`src/rtl/sync_fifo_flags_if.sv`:
```
// -----------------------------------------------------------------------------
// sync_fifo_flags_if
// Purpose : bundles the data/handshake and status signals of sync_fifo_flags.
//           Clock, asynchronous reset and the synchronous flush stay plain ports
//           on the FIFO itself.
// Modports:
//   master - the FIFO user: drives wr_en_i/wdata_i/rd_en_i, observes the rest
//   slave  - the FIFO: observes requests, drives read data, flags and errors
// Signals :
//   wr_en_i, wdata_i[WIDTH]   write request and data
//   rd_en_i                   read request
//   rdata_o[WIDTH]            registered read data
//   rd_valid_o                rdata_o was updated this cycle
//   full_o, empty_o           occupancy == DEPTH / == 0
//   almost_full_o             count_o >= AF_LEVEL
//   almost_empty_o            count_o <= AE_LEVEL
//   count_o[PTR_ADDR+1]       current occupancy
//   wr_error_o, rd_error_o    rejected write / rejected read
// -----------------------------------------------------------------------------
interface sync_fifo_flags_if #(
    parameter int WIDTH    = 8,
    parameter int PTR_ADDR = 4
) ();
    logic                wr_en_i;
    logic [WIDTH-1:0]    wdata_i;
    logic                rd_en_i;
    logic [WIDTH-1:0]    rdata_o;
    logic                rd_valid_o;
    logic                full_o;
    logic                empty_o;
    logic                almost_full_o;
    logic                almost_empty_o;
    logic [PTR_ADDR:0]   count_o;
    logic                wr_error_o;
    logic                rd_error_o;

    modport master (
        output wr_en_i, wdata_i, rd_en_i,
        input  rdata_o, rd_valid_o, full_o, empty_o, almost_full_o,
               almost_empty_o, count_o, wr_error_o, rd_error_o
    );

    modport slave (
        input  wr_en_i, wdata_i, rd_en_i,
        output rdata_o, rd_valid_o, full_o, empty_o, almost_full_o,
               almost_empty_o, count_o, wr_error_o, rd_error_o
    );
endinterface

```
`src/rtl/sync_fifo_flags.sv`:
```
// -----------------------------------------------------------------------------
// sync_fifo_flags
// Purpose : single-clock FIFO with registered read data, occupancy count,
//           full/empty/almost-full/almost-empty flags and overflow/underflow
//           error flags.
// Ports   :
//   clk_i    rising-edge clock
//   rst_ni   asynchronous active-low reset (pointers, read data, status)
//   clr_i    synchronous flush; wins over read/write requests that cycle
//   fifo_if  sync_fifo_flags_if.slave: requests, read data, flags, errors
// Configuration:
//   SYNC_FIFO_STICKY_ERR_EN - when defined, wr_error_o/rd_error_o stay high
//   once set until clr_i or reset. When undefined they are one-cycle pulses.
// Notes   :
//   Pointers are PTR_ADDR+1 bits so that full (difference == DEPTH) and empty
//   (difference == 0) are distinguishable. Memory is never reset.
// -----------------------------------------------------------------------------
module sync_fifo_flags #(
    parameter int WIDTH    = 8,
    parameter int DEPTH    = 16,
    parameter int PTR_ADDR = 4,
    parameter int AF_LEVEL = 12,
    parameter int AE_LEVEL = 4
) (
    input  logic                clk_i,
    input  logic                rst_ni,
    input  logic                clr_i,
    sync_fifo_flags_if.slave    fifo_if
);

    localparam logic [PTR_ADDR:0] PTR_ZERO_C = {(PTR_ADDR+1){1'b0}};
    localparam logic [PTR_ADDR:0] PTR_ONE_C  = (PTR_ADDR+1)'(1);
    localparam logic [PTR_ADDR:0] DEPTH_C    = (PTR_ADDR+1)'(DEPTH);
    localparam logic [PTR_ADDR:0] AF_C       = (PTR_ADDR+1)'(AF_LEVEL);
    localparam logic [PTR_ADDR:0] AE_C       = (PTR_ADDR+1)'(AE_LEVEL);

    logic [WIDTH-1:0]  mem_r [DEPTH];
    logic [PTR_ADDR:0] wr_ptr_r;
    logic [PTR_ADDR:0] rd_ptr_r;
    logic [WIDTH-1:0]  rdata_r;
    logic              rd_valid_r;
    logic              wr_error_r;
    logic              rd_error_r;

    logic [PTR_ADDR:0] count_s;
    logic              full_s;
    logic              empty_s;
    logic              wr_accept_s;
    logic              rd_accept_s;
    logic              wr_reject_s;
    logic              rd_reject_s;
    logic              wr_error_nxt_s;
    logic              rd_error_nxt_s;

    // Occupancy and flags: derived from the pointer difference only, which wraps modulo 2^(PTR_ADDR+1).
    always_comb begin
        count_s = wr_ptr_r - rd_ptr_r;
        full_s  = (count_s == DEPTH_C);
        empty_s = (count_s == PTR_ZERO_C);
    end

    // Accept/reject decisions use the flags as they stand before the edge.
    always_comb begin
        wr_accept_s = fifo_if.wr_en_i & ~full_s;
        rd_accept_s = fifo_if.rd_en_i & ~empty_s;
        wr_reject_s = fifo_if.wr_en_i &  full_s;
        rd_reject_s = fifo_if.rd_en_i &  empty_s;
    end

    // Next error-flag value: pulse per rejection, or accumulate in the sticky build.
    always_comb begin
`ifdef SYNC_FIFO_STICKY_ERR_EN
        wr_error_nxt_s = wr_error_r | wr_reject_s;
        rd_error_nxt_s = rd_error_r | rd_reject_s;
`else
        wr_error_nxt_s = wr_reject_s;
        rd_error_nxt_s = rd_reject_s;
`endif
    end

    // Storage array: written on accepted writes only; deliberately has no reset.
    always_ff @(posedge clk_i) begin
        if (rst_ni && !clr_i && wr_accept_s) begin
            mem_r[wr_ptr_r[PTR_ADDR-1:0]] <= fifo_if.wdata_i;
        end
    end

    // Pointers, registered read data, read-valid strobe and error flags.
    always_ff @(posedge clk_i or negedge rst_ni) begin
        if (!rst_ni) begin
            wr_ptr_r   <= PTR_ZERO_C;
            rd_ptr_r   <= PTR_ZERO_C;
            rdata_r    <= {WIDTH{1'b0}};
            rd_valid_r <= 1'b0;
            wr_error_r <= 1'b0;
            rd_error_r <= 1'b0;
        end else if (clr_i) begin
            // Flush: requests this cycle are dropped silently; rdata_r is kept.
            wr_ptr_r   <= PTR_ZERO_C;
            rd_ptr_r   <= PTR_ZERO_C;
            rd_valid_r <= 1'b0;
            wr_error_r <= 1'b0;
            rd_error_r <= 1'b0;
        end else begin
            if (wr_accept_s) begin
                wr_ptr_r <= wr_ptr_r + PTR_ONE_C;
            end
            if (rd_accept_s) begin
                rd_ptr_r <= rd_ptr_r + PTR_ONE_C;
                rdata_r  <= mem_r[rd_ptr_r[PTR_ADDR-1:0]];
            end
            rd_valid_r <= rd_accept_s;
            wr_error_r <= wr_error_nxt_s;
            rd_error_r <= rd_error_nxt_s;
        end
    end

    // Output mapping onto the interface.
    always_comb begin
        fifo_if.count_o        = count_s;
        fifo_if.full_o         = full_s;
        fifo_if.empty_o        = empty_s;
        fifo_if.almost_full_o  = (count_s >= AF_C);
        fifo_if.almost_empty_o = (count_s <= AE_C);
        fifo_if.rdata_o        = rdata_r;
        fifo_if.rd_valid_o     = rd_valid_r;
        fifo_if.wr_error_o     = wr_error_r;
        fifo_if.rd_error_o     = rd_error_r;
    end

endmodule

```
`src/flat_wrapper.sv`:
```
// flat-port wrapper written by rule: the top's interface ports become plain ports
module sync_fifo_flags_flat 
#(
    parameter int WIDTH    = 8,
    parameter int DEPTH    = 16,
    parameter int PTR_ADDR = 4,
    parameter int AF_LEVEL = 12,
    parameter int AE_LEVEL = 4
)
  (clk_i, rst_ni, clr_i, fifo_if_wr_en_i, fifo_if_wdata_i, fifo_if_rd_en_i, fifo_if_rdata_o, fifo_if_rd_valid_o, fifo_if_full_o, fifo_if_empty_o, fifo_if_almost_full_o, fifo_if_almost_empty_o, fifo_if_count_o, fifo_if_wr_error_o, fifo_if_rd_error_o);
  sync_fifo_flags_if #(.WIDTH(WIDTH), .PTR_ADDR(PTR_ADDR)) fifo_if_i ();
  input  logic clk_i;
  input  logic rst_ni;
  input  logic clr_i;
  input wire logic [$bits(fifo_if_i.wr_en_i)-1:0] fifo_if_wr_en_i;
  input wire logic [$bits(fifo_if_i.wdata_i)-1:0] fifo_if_wdata_i;
  input wire logic [$bits(fifo_if_i.rd_en_i)-1:0] fifo_if_rd_en_i;
  output wire logic [$bits(fifo_if_i.rdata_o)-1:0] fifo_if_rdata_o;
  output wire logic [$bits(fifo_if_i.rd_valid_o)-1:0] fifo_if_rd_valid_o;
  output wire logic [$bits(fifo_if_i.full_o)-1:0] fifo_if_full_o;
  output wire logic [$bits(fifo_if_i.empty_o)-1:0] fifo_if_empty_o;
  output wire logic [$bits(fifo_if_i.almost_full_o)-1:0] fifo_if_almost_full_o;
  output wire logic [$bits(fifo_if_i.almost_empty_o)-1:0] fifo_if_almost_empty_o;
  output wire logic [$bits(fifo_if_i.count_o)-1:0] fifo_if_count_o;
  output wire logic [$bits(fifo_if_i.wr_error_o)-1:0] fifo_if_wr_error_o;
  output wire logic [$bits(fifo_if_i.rd_error_o)-1:0] fifo_if_rd_error_o;
  assign fifo_if_i.wr_en_i = fifo_if_wr_en_i;
  assign fifo_if_i.wdata_i = fifo_if_wdata_i;
  assign fifo_if_i.rd_en_i = fifo_if_rd_en_i;
  assign fifo_if_rdata_o = fifo_if_i.rdata_o;
  assign fifo_if_rd_valid_o = fifo_if_i.rd_valid_o;
  assign fifo_if_full_o = fifo_if_i.full_o;
  assign fifo_if_empty_o = fifo_if_i.empty_o;
  assign fifo_if_almost_full_o = fifo_if_i.almost_full_o;
  assign fifo_if_almost_empty_o = fifo_if_i.almost_empty_o;
  assign fifo_if_count_o = fifo_if_i.count_o;
  assign fifo_if_wr_error_o = fifo_if_i.wr_error_o;
  assign fifo_if_rd_error_o = fifo_if_i.rd_error_o;
  sync_fifo_flags #(.WIDTH(WIDTH), .DEPTH(DEPTH), .PTR_ADDR(PTR_ADDR), .AF_LEVEL(AF_LEVEL), .AE_LEVEL(AE_LEVEL)) u_core (.clk_i(clk_i), .rst_ni(rst_ni), .clr_i(clr_i), .fifo_if(fifo_if_i));
endmodule
```
`config.mk`:
```
export PLATFORM = sky130hd
export DESIGN_NAME = sync_fifo_flags_flat
export DESIGN_NICKNAME = d
export VERILOG_FILES = /design/src/rtl/sync_fifo_flags_if.sv /design/src/rtl/sync_fifo_flags.sv /design/src/flat_wrapper.sv
export SDC_FILE = /design/constraint.sdc
export NUM_CORES = 1
export LEC_CHECK = 0
export ABC_AREA = 1
export BUFFER_PORTS_ARGS = -buffer_cell sky130_fd_sc_hd__buf_2
export CAP_MARGIN = 10
export CORE_UTILIZATION = 50
export DETAILED_ROUTE_END_ITERATION = 10
export GPL_ROUTABILITY_DRIVEN = 0
export HOLD_SLACK_MARGIN = 0.03
export PLACE_DENSITY_LB_ADDON = 0.05
export SLEW_MARGIN = 25
export SYNTH_ARGS = -nofsm -noshare
export SYNTH_HDL_FRONTEND = slang
export SYNTH_SLANG_ARGS = --single-unit
```
`constraint.sdc`:
```
create_clock -name clk_i -period 3 [get_ports clk_i]
set_input_delay 0.3 -clock clk_i [delete_from_list [all_inputs] [get_ports clk_i]]
set_output_delay 0.3 -clock clk_i [all_outputs]
set_load 0.02 [all_outputs]
```
# After elaboration in Yosys (flattened, before gate mapping)
# Memories as Yosys holds them, arrays and structs flattened. A register that Yosys moved wholly into a read port is not among the register bits.
# Cells that the tools add are included.
# Widths: inputs -> output; s select.
dict set report word_totals {
  reg_bits 13
  mem_bits_rw 128
  inputBits 13
  word_cells 36
  mem_count 1
}
dict set report classes {
  add_sub_neg 3
  magnitude_cmp 2
  eq_ne 1
  n_mux 9
  bitwise 7
  reduce_logical 8
}
# name words width rd rd_ports_with_merged_regs wr line_no
set memory_table {}
lappend memory_table {u_core.mem_r 16 8 1 1 1 sync_fifo_flags.sv:37} ;# logic [WIDTH-1:0] mem_r [DEPTH];
# operator count
set ops {}
lappend ops {{$mux 5} 4}
lappend ops {{$add 5x1->5 const B} 2}
lappend ops {{$eq 5x5->1 const B} 1}
lappend ops {{$ge 5x4->1 const B} 1}
lappend ops {{$le 5x3->1 const B} 1}
lappend ops {{$logic_not 5->1} 1}
lappend ops {{$mux 1} 5}
lappend ops {{$sub 5x5->5} 1}
lappend ops {{$and 1x1->1} 4}
lappend ops {{$reduce_bool 2->1} 2}
lappend ops {{$not 1->1} 3}
lappend ops {{$logic_and 1x1->1} 2}
lappend ops {{$logic_not 1->1} 2}
lappend ops {{$reduce_and 2->1} 1}

# Longest topological paths before layout
# Gate-level depths: netlist (run 1).
dict set report depth {
  ltp_word 7
  ltp_mapped 14
  mapped_depth_nobuf 12
}

# Worst setup path before layout (run 1)
# No wires, ideal clock.
dict set report synth_timing {
  path_type {register to register}
  from {reg u_core.wr_ptr_r[0]}
  to {mem u_core.mem_r[12][0] (enable)}
  setup_time_ns 0.370
  arrival_ns 2.359
  t_required_ns 2.630
  setup_slack_ns 0.270
  stages_incl_launch_ff 10
  path_buffers 1
  period_less_slack_ns 2.730
  cell_sequence {dfrtp_1 -> inv_1 -> ha_1 -> fa_1 -> xnor2_2 -> nor2_4 -> nand3_4 -> nand3_4 -> buf_6 -> nor2_1}
}
dict set report synth_via {
  elab_chain_cells 7
}
# element line_no
set synth_rtl {}
lappend synth_rtl {{start, declared} sync_fifo_flags.sv:38} ;# logic [PTR_ADDR:0] wr_ptr_r;
lappend synth_rtl {{start signal, assigned} sync_fifo_flags.sv:106} ;# wr_ptr_r <= wr_ptr_r + PTR_ONE_C;
lappend synth_rtl {{$sub 5x5->5} sync_fifo_flags.sv:57} ;# count_s = wr_ptr_r - rd_ptr_r;
lappend synth_rtl {{net fifo_if_count_o[2]} flat_wrapper.sv:24} ;# output wire logic [$bits(fifo_if_i.count_o)-1:0] fifo_if_count_o;
lappend synth_rtl {{$eq 5x5->1} sync_fifo_flags.sv:58} ;# full_s = (count_s == DEPTH_C);
lappend synth_rtl {{$not 1->1} sync_fifo_flags.sv:64} ;# wr_accept_s = fifo_if.wr_en_i & ~full_s;
lappend synth_rtl {{$and 1x1->1} sync_fifo_flags.sv:64}
lappend synth_rtl {{$logic_and 1x1->1} sync_fifo_flags.sv:83} ;# if (rst_ni && !clr_i && wr_accept_s) begin
lappend synth_rtl {{$mux 1} sync_fifo_flags.sv:83}
lappend synth_rtl {{$mux 1 (implied by the code)} sync_fifo_flags.sv:84} ;# mem_r[wr_ptr_r[PTR_ADDR-1:0]] <= fifo_if.wdata_i;
lappend synth_rtl {{end, declared} sync_fifo_flags.sv:37}
# The timed path passes the listed nets, and every way through them passes these cells.

# Final worst setup path (run 1)
dict set report layout_timing {
  from {reg u_core.wr_ptr_r[0]}
  to {out fifo_if_full_o}
}
dict set report layout_via {
  elab_chain_cells 2
}
# element line_no
set layout_rtl {}
lappend layout_rtl {{$sub 5x5->5} sync_fifo_flags.sv:57}
lappend layout_rtl {{$eq 5x5->1} sync_fifo_flags.sv:58}
lappend layout_rtl {{end, declared} flat_wrapper.sv:20} ;# output wire logic [$bits(fifo_if_i.full_o)-1:0] fifo_if_full_o;
# Every way passes these cells.

==> metrics.txt, run 1 <==
Finish-stage setup viols=0; cts hold-fix bufs=1; Final Hold Fails=0; top cells by area, synth=edfxtp_1 (58%), nand2_1 (14%), dfrtp_1 (7.9%), nor2_1 (4.5%), nand3_1 (3.4%); vias in the first global route=4,441; largest net degree at the start of global routing=69; P per Cell Area=841 mW/mm²; Mapped Cells=between 600 and 700; Max Clock Freq=360 MHz; Post-DP Area=about 0.0071 mm²; critical path class=flop to primary output; Synth area leader=edfxtp_1; Nets=between 700 and 800; Final Max Tran Viols=0; Max-slew headroom=a little over half; post-route cell area=0.00767 mm²; clk_lat worst skew=around 420 ps; Sequential Area=0.00437 mm²; fin crit share=92.7%; first-pass GRT wire length=24,000 µm; Vert. Die Dim=117 µm; Min Hold Slack=89.3 ps; Synth Area in Simple Gates=23.5%; mux contribution to synthesized area=0%; io pins=33; cell leakage power=3.21 nW; TNS Setup=0 ps; Primary FF master, synth=edfxtp_1; Seq/Total Area, Yosys=66.0%; share of layout cells above drive strength 1=13.2%; Netlist cell types=26; antenna cells=0; root buffer cell=clkbuf_16; Layout Cells excl Fill=889; IO Port Bufs=32; number of synthesized flops with an enable pin=128; post-CTS setup buffers=0; Final Core Density=60.0%; Setup WS post-layout=between 200 and 250 ps; TritonCTS clock tree=built; cell count after placement=857; Multi-input gate area=0.00197 mm²; CP arrival=2480 ps; TritonCTS buffer count=17; Post-DP HPWL=10,200 µm; syn_nets=between 600 and 700; DR iter-0 viols=442; Yosys reg bits=149; post-route DRC violation count=0; GRT overflow=0; remaining antenna violation count after routing=0; die extent in x=117 µm; CP max FO=9; vias post-DR=~4,700; CTS sink cnt=149; Tmin final=approximately 2800 ps; maximum vdd drop=about 0.47 mV; clock skew=5.38 ps; Initial Util=51.8%; CTS Buffer Depth=2; Post-Synth Adder-Cell Area=2.00%; DIE AREA=0.0137 mm²; WL final=around 16,000 µm; maxcap violations=0; Area growth, synth to finish=15.9%; row cnt=41; largest family of logic cells by synthesized area=simple AND/OR/NAND/NOR gates; Synth Area in XOR/XNOR=1.04%; status=complete, no violations; hold crit path type=primary input to flop; Fillers=about 1,100; initial antenna violation count=0; top post-synthesis cells by count=nand2_1 (246), edfxtp_1 (128), nor2_1 (80); ys async rst share=roughly 14%; Reg clk slew, reported paths=60 ps; CP Launch Type=flop; Compound-Gate Fraction of Synth Area=3.29%; Final Total Pwr=6.45 mW; WHS Path Cells=2; Mean Syn Cell Area=10.1 µm²; Critical Path RT=~2700 ps; cells on worst reg2reg path=11; RSZ-0062 raised after global routing=false; YS warnings=0; Least-Margin Pin Slew=just under 700 ps; pre-CTS WS=285 ps; Post-Syn Area=0.00662 mm²; post-CTS sizing=0; htree depth=4; Synth top area share=58.1%; routed vias/inst=5.26; Worst Setup End Kind=primary output; core footprint=0.0128 mm²; total global-route track usage=25.2%; top-count cell post-synth=nand2_1; Initial DRT Pass Iterations=5; wire per inst=17.8 µm
worst max-delay path, cell delays in order, from the launching register on:
cell	delay, ps
dfrtp_1	410
inv_1	110
ha_1	220
fa_1	430
inv_1	90
nand3_1	100
nand2_1	110
nand2_1	60
nand2_2	130
nand3_4	150
inv_1	80
buf_2	150
logic make-up (layout without fill, tap and decap cells):
| kind of cell | count (synthesis) | after routing |
|---|---|---|
| XOR/XNOR | 7 | 7 |
| AND/OR/NAND/NOR | 382 | 382 |
| buffers and inverters | 62 | 126 |
| adder cells (fa/ha/maj) | 10 | 10 |
| AO/OA/AOI/OAI | 43 | 43 |
| flip-flops | 149 | 149 |
cell type report:
type                       instances  area share [%]
tap                              172            2.81
multi-input combinational        442            25.7
clock buffer                      17            5.55
timing repair buffer              60            5.03
clock inverter                    14            2.17
inverter                          35            1.71
sequential                       149            57.0
sequential cells by signal (all words and copies together), names as in the netlist:
name,count
u_core.fifo_if.rd_error_o,1
u_core.fifo_if.rd_valid_o,1
u_core.fifo_if.rdata_o,8
u_core.fifo_if.wr_error_o,1
u_core.mem_r,128
u_core.rd_ptr_r,5
u_core.wr_ptr_r,5
metal layers:
metal  vias to the layer above  track usage [%]  part of all wire (%)
li1                       2258                -                     -
met1                      2248             33.9                    45
met2                       141             39.8                    48
met3                        32             4.94                   5.1
met4                         0             11.9                   2.4
met5                         -                0                     0
power by group:
part	total, mW	switching, mW	internal (mW)
registers	2.40	0.0497	2.35
logic	1.90	1.34	0.565
clock network	2.15	0.787	1.36
placed cells by master, fill, tap and decap left out, drive strengths merged:
cell type    count
nand2          248
nor2            83
nand4            3
bufinv           4
dfrtp           21
xnor2            1
nor3             1
edfxtp         128
ha               9
clkinvlp         1
inv             33
o21ai           40
fa               1
buf             59
dlygate4sd3      1
clkinv          11
xor2             6
clkbuf          17
a21oi            2
nand3           47
a211oi           1
final timing paths:
kind	from	endpoint	slack (ps)
min	clr_i	u_core.fifo_if.wr_error_o	90
max reg2reg	u_core.wr_ptr_r[0]	u_core.mem_r[8][4]	240
max in group asynchronous	rst_ni	u_core.rd_ptr_r[0]	2290
min in group asynchronous	rst_ni	u_core.wr_ptr_r[1]	470
min reg2reg	u_core.fifo_if.rdata_o[7]	u_core.fifo_if.rdata_o[7]	470
max	u_core.wr_ptr_r[0]	fifo_if_full_o	220
Power figures use the tool's default switching activity.
==> run 2: changes to the inputs <==
==> constraint.sdc (replaced) <==
create_clock -name clk_i -period 3.53 [get_ports clk_i]
set_input_delay 0.353 -clock clk_i [delete_from_list [all_inputs] [get_ports clk_i]]
set_output_delay 0.353 -clock clk_i [all_outputs]
set_load 0.02 [all_outputs]
==> metrics.txt, run 2 (synthesis gave the netlist of run 1 again) <==
Post-DP Area=between 0.006 and 0.007 mm²; remaining antenna violation count after routing=0; Reg clk slew, reported paths=60 ps; Min Hold Slack=131 ps; Nets=709; cts hold-fix bufs=1; Setup WS post-layout=559 ps; routed vias/inst=5.22; TNS Setup=0 ps; Critical Path RT=3580 ps; fin crit share=84.2%; CP max FO=16; Least-Margin Pin Slew=1030 ps; antenna cells=0; root buffer cell=clkbuf_16; CTS sink cnt=149; GRT overflow=0; Initial Util=51.8%; core footprint=0.0128 mm²; cell leakage power=3.12 nW; Post-DP HPWL=10,100 µm; CP arrival=3020 ps; DIE AREA=0.0137 mm²; cell count after placement=838; CP max stage delay=600 ps; Buf/Inv on CP=2; P per Cell Area=~740 mW/mm²; status=complete, no violations; clock skew=7.28 ps; first-pass GRT wire length=approximately 24,000 µm; Fillers=roughly 1,100; die extent in x=117 µm; Worst Setup End Kind=flop; io pins=33; share of layout cells above drive strength 1=10.7%; maximum vdd drop=0.550 mV; Initial DRT Pass Iterations=4; Area growth, synth to finish=14.3%; row cnt=about 40; vias post-DR=4,539; TritonCTS clock tree=built; post-CTS sizing=0; post-CTS setup buffers=0; WL final=~16,000 µm; critical path class=flop to flop; Final Total Pwr=5.61 mW; wire per inst=between 15 and 20 µm; DR iter-0 viols=391; Layout Cells excl Fill=870; largest net degree at the start of global routing=69; initial antenna violation count=0; hold crit path type=primary input to flop; post-route DRC violation count=0; Final Core Density=about three fifths; maxcap violations=0; CP Launch Type=flop; total global-route track usage=25.2%; Tmin final=just under 3000 ps; Final Max Tran Viols=0; commonest non-fill, non-tap cell in the layout=nand2_1; Largest register FFs=128; clk_lat worst skew=420 ps; Max-slew headroom=31.0%; htree depth=4; Final Hold Fails=0; Slowest-stage cell, CP=nor2_1; Max Clock Freq=approximately 340 MHz; Vert. Die Dim=117 µm; most frequent cells in the layout=nand2_1 (246), edfxtp_1 (128), nor2_1 (80); pre-CTS WS=541 ps; TritonCTS buffer count=17; Worst path top cell family by delay=simple AND/OR/NAND/NOR gates; CTS Buffer Depth=2; worst-path cell chain=inv_1, ha_1, fa_1, inv_1, nand3_1, nand3_1, nand2_2, nand3_4, nand3_4, nor2_1; vias in the first global route=4,484; post-route cell area=between 0.007 and 0.008 mm²; Finish-stage setup viols=0; IO Port Bufs=32; RSZ-0062 raised after global routing=false
## run 2: cell type report
type,instances,area [µm²],area share [%]
Clock inverter,13,211,2.80
Inverter,35,131,1.74
Tap cell,172,215,2.85
Clock buffer,18,429,5.68
Multi-Input combinational cell,442,1970,26.1
Timing Repair Buffer,41,230,3.04
Sequential cell,149,4370,57.8
## run 2: report_power, final
part / internal, mW / total [mW] / switching, mW
combinational: 0.464 / 1.59 / 1.13
sequential: 2.00 / 2.04 / 0.0416
clock: 1.31 / 1.97 / 0.667
total: 3.77 / 5.61 / 1.84
## run 2: layer usage
layer / wire length [µm] / vias up / track usage [%]
li1: - / 2218 / -
met1: 7150 / 2162 / 33.1
met2: 7420 / 138 / 40.5
met3: 736 / 21 / 6.59
met4: 285 / 0 / 9.54
met5: 0 / - / 0
## run 2: final timing paths
check | end | cells after the start | slack, ps | start
worst max-delay path | u_core.mem_r[6][2] | 10 | 560 | u_core.wr_ptr_r[0]
max in group asynchronous | u_core.rd_ptr_r[0] | 3 | 2780 | rst_ni
worst max register to register | u_core.mem_r[6][2] | 10 | 560 | u_core.wr_ptr_r[0]
min in group asynchronous | u_core.wr_ptr_r[4] | 3 | 510 | rst_ni
worst min register to register | u_core.fifo_if.rdata_o[3] | 2 | 470 | u_core.fifo_if.rdata_o[3]
worst min-delay path | u_core.fifo_if.wr_error_o | 2 | 130 | clr_i
